### src/rtl/sio_uart.sv
// sio_uart: fixed-baud 8N1 UART with a single-byte transmitter and a small receive FIFO.
module sio_uart #(
  parameter int DIVIDER  = 1250,
  parameter int RX_DEPTH = 4
) (
  input  logic       clk,
  input  logic       resetn,
  input  logic       ser_rx,
  output logic       ser_tx,
  input  logic       reg_dat_we,
  input  logic [7:0] reg_dat_di,
  input  logic       reg_dat_re,
  output logic [7:0] reg_dat_do,
  output logic       reg_dat_wait,
  output logic       recv_buf_valid,
  output logic       tdre,
  output logic       rx_overrun
);
  localparam int CW = $clog2(DIVIDER);
  localparam int AW = $clog2(RX_DEPTH);
  localparam logic [CW-1:0] C_FULL = CW'(DIVIDER - 1);
  localparam logic [CW-1:0] C_HALF = CW'(DIVIDER / 2 - 1);

  typedef enum logic [1:0] {TX_IDLE, TX_START, TX_DATA, TX_STOP} tx_state_t;
  typedef enum logic [2:0] {RX_IDLE, RX_START, RX_DATA, RX_STOP, RX_BREAK} rx_state_t;

  tx_state_t       r_tx_state;
  logic [CW-1:0]   r_tx_cnt;
  logic [2:0]      r_tx_bit;
  logic [7:0]      r_tx_shift;
  logic            r_ser_tx;
  logic            r_tdre;

  rx_state_t       r_rx_state;
  logic [CW-1:0]   r_rx_cnt;
  logic [2:0]      r_rx_bit;
  logic [7:0]      r_rx_shift;
  logic            r_rx_s1;
  logic            r_rx_s2;

  logic [AW:0]     r_wp;
  logic [AW:0]     r_rp;
  logic [7:0]      r_mem [RX_DEPTH];
  logic            r_valid;
  logic            r_overrun;

  logic            w_push;
  logic            w_empty;
  logic            w_full;
  logic            w_pop;
  logic            w_wr;
  logic            w_drop;
  logic [AW:0]     w_wp_nxt;
  logic [AW:0]     w_rp_nxt;

  always_ff @(posedge clk or negedge resetn) begin
    if (!resetn) begin
      r_tx_state <= TX_IDLE;
      r_tx_cnt   <= '0;
      r_tx_bit   <= '0;
      r_tx_shift <= '0;
      r_ser_tx   <= 1'b1;
      r_tdre     <= 1'b1;
    end else begin
      case (r_tx_state)
        TX_IDLE: if (reg_dat_we) begin
          r_tx_shift <= reg_dat_di;
          r_tdre     <= 1'b0;
          r_ser_tx   <= 1'b0;
          r_tx_cnt   <= '0;
          r_tx_state <= TX_START;
        end
        TX_START: if (r_tx_cnt == C_FULL) begin
          r_tx_cnt   <= '0;
          r_tx_bit   <= '0;
          r_ser_tx   <= r_tx_shift[0];
          r_tx_state <= TX_DATA;
        end else r_tx_cnt <= r_tx_cnt + 1'b1;
        TX_DATA: if (r_tx_cnt == C_FULL) begin
          r_tx_cnt <= '0;
          if (r_tx_bit == 3'd7) begin
            r_ser_tx   <= 1'b1;
            r_tx_state <= TX_STOP;
          end else begin
            r_tx_bit   <= r_tx_bit + 3'd1;
            r_tx_shift <= {1'b0, r_tx_shift[7:1]};
            r_ser_tx   <= r_tx_shift[1];
          end
        end else r_tx_cnt <= r_tx_cnt + 1'b1;
        TX_STOP: if (r_tx_cnt == C_FULL) begin
          r_tx_cnt   <= '0;
          r_tdre     <= 1'b1;
          r_tx_state <= TX_IDLE;
        end else r_tx_cnt <= r_tx_cnt + 1'b1;
        default: r_tx_state <= TX_IDLE;
      endcase
    end
  end

  // START samples mid-bit so every later DIVIDER step lands mid-bit too
  always_ff @(posedge clk or negedge resetn) begin
    if (!resetn) begin
      r_rx_s1    <= 1'b1;
      r_rx_s2    <= 1'b1;
      r_rx_state <= RX_IDLE;
      r_rx_cnt   <= '0;
      r_rx_bit   <= '0;
      r_rx_shift <= '0;
    end else begin
      r_rx_s1 <= ser_rx;
      r_rx_s2 <= r_rx_s1;
      case (r_rx_state)
        RX_IDLE: if (!r_rx_s2) begin
          r_rx_cnt   <= '0;
          r_rx_state <= RX_START;
        end
        RX_START: if (r_rx_cnt == C_HALF) begin
          r_rx_cnt   <= '0;
          r_rx_bit   <= '0;
          r_rx_state <= r_rx_s2 ? RX_IDLE : RX_DATA;
        end else r_rx_cnt <= r_rx_cnt + 1'b1;
        RX_DATA: if (r_rx_cnt == C_FULL) begin
          r_rx_cnt   <= '0;
          r_rx_shift <= {r_rx_s2, r_rx_shift[7:1]};
          r_rx_bit   <= r_rx_bit + 3'd1;
          if (r_rx_bit == 3'd7) r_rx_state <= RX_STOP;
        end else r_rx_cnt <= r_rx_cnt + 1'b1;
        RX_STOP: if (r_rx_cnt == C_FULL) begin
          r_rx_cnt   <= '0;
          r_rx_state <= r_rx_s2 ? RX_IDLE : RX_BREAK;
        end else r_rx_cnt <= r_rx_cnt + 1'b1;
        RX_BREAK: if (r_rx_s2) r_rx_state <= RX_IDLE;
        default: r_rx_state <= RX_IDLE;
      endcase
    end
  end

  assign w_push   = (r_rx_state == RX_STOP) && (r_rx_cnt == C_FULL) && r_rx_s2;
  assign w_empty  = r_wp == r_rp;
  assign w_full   = (r_wp ^ r_rp) == {1'b1, {AW{1'b0}}};
  assign w_pop    = reg_dat_re & ~w_empty;
  assign w_wr     = w_push & (~w_full | w_pop);
  assign w_drop   = w_push & w_full & ~w_pop;
  assign w_wp_nxt = r_wp + {{AW{1'b0}}, w_wr};
  assign w_rp_nxt = r_rp + {{AW{1'b0}}, w_pop};

  always_ff @(posedge clk or negedge resetn) begin
    if (!resetn) begin
      r_wp      <= '0;
      r_rp      <= '0;
      r_valid   <= 1'b0;
      r_overrun <= 1'b0;
    end else begin
      r_wp      <= w_wp_nxt;
      r_rp      <= w_rp_nxt;
      r_valid   <= w_wp_nxt != w_rp_nxt;
      r_overrun <= w_drop | (r_overrun & ~reg_dat_re);
    end
  end

  always_ff @(posedge clk) begin
    if (w_wr) r_mem[r_wp[AW-1:0]] <= r_rx_shift;
  end

  assign ser_tx         = r_ser_tx;
  assign tdre           = r_tdre;
  assign recv_buf_valid = r_valid;
  assign rx_overrun     = r_overrun;
  assign reg_dat_wait   = reg_dat_we & ~r_tdre;
  assign reg_dat_do     = w_empty ? 8'h00 : r_mem[r_rp[AW-1:0]];
endmodule

### config.mk
export PLATFORM = sky130hd
export DESIGN_NAME = sio_uart
export DESIGN_NICKNAME = d
export VERILOG_FILES = /design/src/rtl/sio_uart.sv
export SDC_FILE = /design/constraint.sdc
export NUM_CORES = 1
export LEC_CHECK = 0
export CELL_PAD_IN_SITES_DETAIL_PLACEMENT = 0
export CELL_PAD_IN_SITES_GLOBAL_PLACEMENT = 1
export CORE_ASPECT_RATIO = 0.8
export CORE_MARGIN = 10
export CORE_UTILIZATION = 30
export DETAILED_ROUTE_END_ITERATION = 6
export HOLD_SLACK_MARGIN = 0.12
export MAX_ROUTING_LAYER = met4
export PLACE_DENSITY_LB_ADDON = 0.1
export SETUP_SLACK_MARGIN = 0.15
export SLEW_MARGIN = 30
export SYNTH_ARGS = -nofsm -noshare
export SYNTH_HDL_FRONTEND = slang
export SYNTH_SLANG_ARGS = --single-unit
### constraint.sdc
create_clock -name clk -period 6.05 [get_ports clk]
set_clock_uncertainty 0.1 [all_clocks]
set_input_delay 1.815 -clock clk [delete_from_list [all_inputs] [get_ports clk]]
set_output_delay 1.815 -clock clk [all_outputs]
set_load 0.01 [all_outputs]
## Yosys cells after proc, flatten, opt, wreduce, memory -nomap -nowiden

Memories as Yosys holds them, arrays and structs flattened.
Index checks and enable logic that the tools add are counted.

- Bits in registers: 61
- RAM bits: 32
- Bits of input ports: 13
- Output and inout port bits: 13
- Logic and storage cells: 128
- Memories: 1

- Add/sub/neg operators: 6
- Equality and inequality tests: 27
- Muxes and demuxes: 43
- Bitwise gates (word level): 14
- Reduce and logical (&&, ||, !) cells: 21

Memory list:

| memory | words | bits a word | read ports | clocked after memory_dff | wr ports | RTL line | text |
|---|---|---|---|---|---|---|---|
| r_mem | 4 | 8 | 1 | 0 | 1 | 43 | `logic [7:0] r_mem [RX_DEPTH];` |

Operators with widths:

| operator | count |
|---|---|
| 11-bit 2-to-1 mux | 5 |
| 3-bit 2-to-1 mux | 12 |
| 11-bit case mux with 3 select lines | 1 |
| 8-bit 2-to-1 mux | 4 |
| 2-bit != test (second input constant) | 12 |
| 11-bit by 1-bit adder with 11-bit output (second input constant) | 2 |
| 11-bit equality test (second input constant) | 2 |
| 11-bit case mux with 2 select lines | 1 |
| 8-bit case mux with 2 select lines | 1 |
| 3-bit case mux with 5 select lines | 1 |
| 3-bit equality test (second input constant) | 4 |
| 2-bit 2-to-1 mux | 6 |
| 3-bit case mux with 2 select lines | 2 |
| 4-bit AND reduction | 3 |
| 11-bit by 10-bit equality test with 1-bit output (second input constant) | 1 |
| 2-bit case mux with 4 select lines | 1 |
| 2-bit nonzero test | 4 |
| 1-bit 2-to-1 mux | 7 |
| 3-bit by 1-bit adder with 3-bit output | 2 |
| 3-bit by 1-bit adder with 3-bit output (second input constant) | 2 |
| 1-bit AND | 6 |
| 3-bit by 2-bit equality test with 1-bit output (second input constant) | 2 |
| 3-bit AND reduction | 2 |
| 6-bit AND reduction | 1 |
| 18 further kinds | 27 |

## Longest topological paths before layout

Gate-level depths: netlist of the first run.

- Depth in word-level cells: 7
- Mapped depth: 11
- Depth with buffers taken out: 11

## Worst setup path before layout of the first run

OpenSTA, ideal clock, no wires.

- Kind: input-to-output
- Start: in reg_dat_we
- End: out reg_dat_wait
- Arrival time: 2.012 ns
- Required time: 4.135 ns
- Setup slack: 2.123 ns
- Stages on the path: 1
- Path buffers: 0
- Cell sequence: nor2b_1

- Word-level cells in the longest chain between the ends: 1

RTL lines:

| what | RTL line | text |
|---|---|---|
| start: declaration | 10 | `input logic reg_dat_we,` |
| 1-bit AND | 169 | `assign reg_dat_wait = reg_dat_we & ~r_tdre;` |
| end: declaration | 14 | `output logic reg_dat_wait,` |

Every way passes these cells.

## Worst setup path after layout of the first run

Same ends and word-level chain as after synthesis.

==> out/summary.txt, run 1 <==
Count of boundary I/O pins = 26
Synthesized net count = 369
Area of the core region = 0.0143 mm^2
Placement Rows = 39
Top library cells by usage in the layout, fill and taps aside = 57 x sky130_fd_sc_hd__dfrtp_1, 32 x sky130_fd_sc_hd__edfxtp_1, 25 x sky130_fd_sc_hd__nor2_1, 24 x sky130_fd_sc_hd__clkdlybuf4s50_1, 22 x sky130_fd_sc_hd__nand2_1
Max-cap viol count = 0
Maximum operating frequency = 197 MHz
Path type of the worst setup path = input pin to output port
Yosys warns = 0
Largest net degree at the start of global routing = 62
Hold-fix buffer count after cts = 0
Status = finished clean
Final routed wire length divided by cell count = 15.1 um
Count of state elements after synthesis = 93
Startpoint Class = input pin
Max transition margin = 37.0%
Initial antenna violation count = 0
Slew @ Worst Pin = 0.944 ns
Number of CTS-inserted buffers = 9
Post-synthesis mux area share = 10.7%
Number of global-route vias before repair = 2750
Hold Path Sink = r_rx_s2
Main combinational cell family by area after synthesis = simple AND/OR/NAND/NOR gates
Post-DP HPWL = 5660 um
CTS tree = done
Die outline area = 0.0199 mm^2
Max rail drop VDD = 0.000133 V
Number of instances in the synthesized netlist = 338
Final critical path time including I/O delays and setup = 5.07 ns
RSZ-0062 raised after global routing = no
Post-synthesis share of cell area spent on full adders, half adders and majority gates = 5.13%
Fin. Hold Viols = 0
Drt drc = 0
Number of buffers on the longest clock path = 2
Startpoint of the worst register-to-register path = r_rp[0]
Compound-cell area share of the yosys netlist = 9.00%
Post-Route Setup TNS = 0 ns
Number of design-rule violations left by the first detailed-router iteration = 85
Setup-violating endpoint count in the final report = 0
FF-to-FF End = recv_buf_valid
Simple-gate share of the synthesized area = 13.2%
Vias per Instance = 4.78
Initial cell density of the core = 30.7%
Count of buffers inserted at the top-level ports = 25
Vias = 2646
Count of pins over their slew limit = 0
Top_reg_cell synth = sky130_fd_sc_hd__dfrtp_1
Reg-to-reg slack, setup = 3.14 ns
# clock sinks = 93
Number of enable flip-flop cells after synthesis = 32
Clk slew on worst S/H paths = 0.07 ns
Clk root buf = sky130_fd_sc_hd__clkbuf_16
Number of distinct library cell variants in the gate-level netlist after synthesis = 53
Netlist Area Pre-Place = 0.00439 mm^2
Worst-skew pair later-pin latency = 0.35 ns
Crit Path Max Fanout = 6
Logic depth of the worst register-to-register path = 9
Number of nets in the final layout = 396
Hold Crit Class = flip-flop to flip-flop
Mean post-synth cell area = 13.0 um^2
Ratio of cells with drive above 1 in the final layout = 15.9%
Weighted congestion at the end of routability-driven global placement = 0.731
Synthesized-area fraction occupied by xor and xnor cells = 3.39%
Share of the cycle needed by the critical path after routing = 83.9%
Number of stages on the worst hold path = 0
Antenna cell count = 0
Layout overhead on the synthesized area = 17.0%
Min-delay src = r_rx_s1
Router iterations before antenna repair = 4
Max H-tree Level = 3
Type of destination of the critical path = output port
Post-route ant nets = 0
Total routed wirelength = 8370 um
Resize count post-CTS = 0
Power density over cell area = 327 mW/mm^2
GRT overflow = 0
Die span in y = 128 um
Total global-route track usage = 9.31%
Sequential-to-total area share from yosys stat = 56.7%
Buffer count from post-CTS setup fixing = 0
Horizontal die dimension = 155 um
Arrival @ worst endpoint = 3.16 ns
First-pass GRT wire length = 14400 um
Total power = 1.68 mW
Asr flop ratio synth = 65.6%
Most common cell after layout, fill and taps aside = sky130_fd_sc_hd__dfrtp_1
CP Data Required Time = 4.14 ns
Static leakage = 2.26 nW
-- cell usage after synthesis, types with 6 or more instances --
| cell type | count | share of area, % |
|---|---|---|
| sky130_fd_sc_hd__dfrtp_1 | 57 | 32 |
| sky130_fd_sc_hd__edfxtp_1 | 32 | 22 |
| sky130_fd_sc_hd__nor2_1 | 25 | 2.1 |
| sky130_fd_sc_hd__nand2_1 | 22 | 1.9 |
| sky130_fd_sc_hd__ha_1 | 18 | 5.1 |
| sky130_fd_sc_hd__mux2_2 | 17 | 4.4 |
| sky130_fd_sc_hd__nor2b_1 | 13 | 1.9 |
| sky130_fd_sc_hd__xor2_1 | 13 | 2.6 |
| sky130_fd_sc_hd__o21ai_0 | 11 | 1.3 |
| sky130_fd_sc_hd__a21oi_1 | 9 | 1.0 |
| sky130_fd_sc_hd__a22o_1 | 9 | 1.8 |
| sky130_fd_sc_hd__mux4_2 | 8 | 4.1 |
| sky130_fd_sc_hd__inv_1 | 7 | 0.60 |
| sky130_fd_sc_hd__mux2_1 | 7 | 1.8 |
| sky130_fd_sc_hd__nor3_1 | 7 | 0.80 |
| sky130_fd_sc_hd__a31oi_1 | 6 | 0.85 |
| sky130_fd_sc_hd__and3_1 | 6 | 0.85 |
| sky130_fd_sc_hd__clkbuf_1 | 6 | 0.51 |
-- metrics by stage --
step	utilization (%)	instances	setup WS, ns	hold WS (ns)	instance area, um^2
after floorplan	-	338	2.12	0.245	4390
after global placement	33.8	538	0.984	0.247	4830
after detailed placement	33.8	538	0.974	0.250	4830
after CTS	35.9	554	0.965	0.262	5130
after global routing	36.0	554	0.925	0.268	5140
final	36.0	554	0.975	0.260	5140
-- per-layer routing --
metal	share of wire, %	GRT usage [%]
met5	0	-
met4	1.4	3.46
met3	4.5	3.25
met1	50	11.8
met2	44	13.4
-- worst max-delay path, stage by stage --
cell and delay [ns]:
sky130_fd_sc_hd__clkdlybuf4s50_1 0.62, sky130_fd_sc_hd__nor2b_1 0.17, sky130_fd_sc_hd__clkdlybuf4s50_1 0.55
-- registers in the layout (all words and copies together) (netlist names), 3 cells and up --
name	count
r_tx_cnt	11
r_rx_cnt	11
r_wp	3
r_rx_state	3
r_rx_bit	3
r_rx_shift	8
r_mem	32
r_tx_shift	8
r_rp	3
r_tx_bit	3
-- power breakdown --
part	switching [mW]	internal, mW	total (mW)
combinational	0.172	0.168	0.339
sequential	0.0690	0.708	0.777
clock	0.254	0.311	0.564
-- cell type report --
| class | instances | area, um^2 |
|---|---|---|
| clock buffers | 10 | 250 |
| clock inverters | 6 | 53.8 |
| fillers | 1389 | 9160 |
| inverters | 7 | 26.3 |
| multi-input cells | 227 | 1830 |
| flip-flops and latches | 93 | 2490 |
| well taps | 184 | 230 |
| repair buffers | 27 | 260 |
-- worst max-delay path by stage --
stage          startpoint           end
4_1_cts        reg_dat_we  reg_dat_wait
5_1_grt        reg_dat_we  reg_dat_wait
6_report       reg_dat_we  reg_dat_wait
3_3_place_gp   reg_dat_we  reg_dat_wait
3_5_place_dp   reg_dat_we  reg_dat_wait
2_1_floorplan  reg_dat_we  reg_dat_wait
-- cell families after synthesis --
group	count (synthesis)
AND/OR/NAND/NOR	102
AO/OA/AOI/OAI	56
buffers and inverters	18
multiplexers	34
flip-flops	93
adder cells (fa/ha/maj)	18
XOR/XNOR	17
(Power assumes the default switching activity.)
==> run 2, diff against run 1 <==
==> constraint.sdc (replaced) <==
create_clock -name clk -period 5.3 [get_ports clk]
set_clock_uncertainty 0.1 [all_clocks]
set_input_delay 1.59 -clock clk [delete_from_list [all_inputs] [get_ports clk]]
set_output_delay 1.59 -clock clk [all_outputs]
set_load 0.01 [all_outputs]
==> out/summary.txt, run 2 (synthesized netlist as in run 1, its figures left out) <==
Critical path's most frequent cell = sky130_fd_sc_hd__clkdlybuf4s50_1 (unchanged)
Most common cell after layout, fill and taps aside = sky130_fd_sc_hd__dfrtp_1 (unchanged)
Standard cell area after detailed placement = 0.00483 mm^2 (about the same)
Final critical path time including I/O delays and setup = 4.64 ns
GRT overflow = 0 (unchanged)
Area of the core region = 0.0143 mm^2 (unchanged)
Total routed wirelength = 8460 um (was 8370 um)
Count of pins over their slew limit = 0 (unchanged)
Number of design-rule violations left by the first detailed-router iteration = 100 (was 85)
Power density over cell area = 373 mW/mm^2 (was 327 mW/mm^2)
Summed area of non-filler cells in the final layout = 0.00513 mm^2 (was 0.00514 mm^2)
Vias = 2650 (was 2646)
Number of stages on the worst hold path = 0 (unchanged)
Setup-violating endpoint count in the final report = 0 (unchanged)
Total power = 1.92 mW (was 1.68 mW)
Die span in y = 128 um (unchanged)
Horizontal die dimension = 155 um (unchanged)
Max-cap viol count = 0 (unchanged)
Largest net degree at the start of global routing = 39 (was 62)
Resize count post-CTS = 0 (unchanged)
Clk slew on worst S/H paths = 0.06 ns (was 0.07 ns)
Hold Crit Class = flip-flop to flip-flop (unchanged)
Weighted congestion at the end of routability-driven global placement = 0.753 (was 0.731)
Placement Rows = 39 (unchanged)
Post-Route Setup TNS = 0 ns (unchanged)
Maximum operating frequency = 215 MHz
Status = finished clean (unchanged)
Top library cells by usage in the layout, fill and taps aside = 57 x sky130_fd_sc_hd__dfrtp_1, 32 x sky130_fd_sc_hd__edfxtp_1, 25 x sky130_fd_sc_hd__nor2_1, 24 x sky130_fd_sc_hd__clkdlybuf4s50_1, 22 x sky130_fd_sc_hd__nand2_1 (unchanged)
Max transition margin = 41.0% (was 37.0%)
CP Data Required Time = 3.61 ns (was 4.14 ns)
Max incr delay on CP = 0.63 ns (was 0.62 ns)
Post-DP HPWL = 5830 um (was 5660 um)
Number of nets in the final layout = 396 (unchanged)
Number of buffers on the longest clock path = 2 (unchanged)
Post-route ant nets = 0 (unchanged)
Crit path buf inv count = 2 (unchanged)
Layout overhead on the synthesized area = 16.8% (was 17.0%)
Antenna cell count = 0 (unchanged)
Flip-flop count of the largest register, all copies and words added = 32 (unchanged)
RSZ-0062 raised after global routing = no (unchanged)
Logic depth of the worst register-to-register path = 11 (was 9)
Share of the cycle needed by the critical path after routing = 87.6%
Slew @ Worst Pin = 0.886 ns (was 0.944 ns)
Initial antenna violation count = 0 (unchanged)
CTS tree = done (unchanged)
Max rail drop VDD = 0.000156 V (was 0.000133 V)
Type of destination of the critical path = output port (unchanged)
Final routed wire length divided by cell count = 15.3 um (was 15.1 um)
Max H-tree Level = 3 (unchanged)
Drt drc = 0 (unchanged)
Buffer count from post-CTS setup fixing = 0 (unchanged)
Count of boundary I/O pins = 26 (unchanged)
Path type of the worst setup path = input pin to output port (unchanged)
Crit Path Max Fanout = 6 (unchanged)
Die outline area = 0.0199 mm^2 (unchanged)
Clk root buf = sky130_fd_sc_hd__clkbuf_16 (unchanged)
Count of buffers inserted at the top-level ports = 25 (unchanged)
CP max-delay cell = sky130_fd_sc_hd__clkdlybuf4s50_1 (unchanged)
Total number of cells along the worst setup path = 3 (unchanged)
Initial cell density of the core = 30.7% (unchanged)
Number of global-route vias before repair = 2781 (was 2750)
Static leakage = 2.25 nW (was 2.26 nW)
Ratio of cells with drive above 1 in the final layout = 15.4% (was 15.9%)
Number of CTS-inserted buffers = 9 (unchanged)
First-pass GRT wire length = 14500 um (was 14400 um)
Fin. Hold Viols = 0 (unchanged)
Vias per Instance = 4.78 (about the same)
Router iterations before antenna repair = 4 (unchanged)
Startpoint Class = input pin (unchanged)
Arrival @ worst endpoint = 2.95 ns (was 3.16 ns)
Category of cells accounting for the largest share of critical-path delay = buffers and inverters (unchanged)
Crit-path cells = clkdlybuf4s50_1 -> nor2b_1 -> clkdlybuf4s50_1 (unchanged)
# clock sinks = 93 (unchanged)
Hold-fix buffer count after cts = 0 (unchanged)
Total global-route track usage = 9.41% (was 9.31%)
Worst-skew pair later-pin latency = 0.34 ns (was 0.35 ns)
==> run 2: cell count changes in the layout (fill, tap and decap cells not counted) <==
cell | before | now
sky130_fd_sc_hd__clkinv_4 | 3 | 1
sky130_fd_sc_hd__inv_8 | 2 | 0
sky130_fd_sc_hd__clkbuf_16 | 10 | 9
sky130_fd_sc_hd__buf_4 | 2 | 3
sky130_fd_sc_hd__clkinvlp_4 | 0 | 1
sky130_fd_sc_hd__buf_2 | 1 | 0
sky130_fd_sc_hd__clkbuf_1 | 0 | 2
sky130_fd_sc_hd__inv_6 | 0 | 1
sky130_fd_sc_hd__bufinv_16 | 0 | 1
==> run 2: cell type report <==
type / count / area, um^2
repair buffers: 27 / 263
clock inverters: 5 / 60.1
fillers: 1403 / 9170
multi-input cells: 227 / 1830
flip-flops and latches: 93 / 2490
inverters: 7 / 26.3
well taps: 184 / 230
clock buffers: 11 / 233
==> run 2: worst register-to-register path: stages, from the launching register on <==
cell and delay, ns:
sky130_fd_sc_hd__dfrtp_1 0.40, sky130_fd_sc_hd__inv_1 0.10, sky130_fd_sc_hd__ha_1 0.15, sky130_fd_sc_hd__and4bb_2 0.28
sky130_fd_sc_hd__and4b_4 0.30, sky130_fd_sc_hd__and3_1 0.23, sky130_fd_sc_hd__o21a_1 0.21, sky130_fd_sc_hd__ha_1 0.17
sky130_fd_sc_hd__ha_1 0.16, sky130_fd_sc_hd__xor2_1 0.23, sky130_fd_sc_hd__xor2_1 0.10, sky130_fd_sc_hd__or3_1 0.38
==> run 2: worst paths after layout <==
| check | start | to | slack [ns] |
|---|---|---|---|
| worst min-delay path | r_rx_s1 | r_rx_s2 | 0.26 |
| min in group asynchronous | resetn | r_rx_cnt[4] | 1.12 |
| worst max register to register | r_rx_cnt[1] | recv_buf_valid | 2.38 |
| max in group asynchronous | resetn | r_rx_cnt[5] | 3.27 |
| worst min register to register | r_rx_s1 | r_rx_s2 | 0.26 |
| worst max-delay path | reg_dat_we | reg_dat_wait | 0.66 |
==> run 2: power by group <==
group | total (mW) | switching, mW | internal [mW]
registers | 0.888 | 0.0799 | 0.808
clock network | 0.642 | 0.274 | 0.368
logic | 0.386 | 0.195 | 0.191
==> run 2: metal layers <==
layer | share of wire (%) | wire length [um] | up-vias | GRT usage [%]
li1 | - | - | 1304 | -
met5 | 0 | 0 | - | -
met3 | 4.2 | 352 | 6 | 3.76
met1 | 51 | 4320 | 1315 | 12.4
met4 | 1.0 | 87 | 0 | 2.64
met2 | 44 | 3700 | 25 | 13.1
==> run 2: per-stage QoR <==
stage | setup WS [ns] | hold slack, ns | util (%) | instances
finish | 0.658 | 0.263 | 35.9 | 554
floorplan | 1.82 | 0.245 | - | 338
CTS | 0.647 | 0.266 | 35.9 | 554
global route | 0.612 | 0.266 | 35.9 | 554
global placement | 0.694 | 0.251 | 33.8 | 538
detailed placement | 0.654 | 0.254 | 33.8 | 538
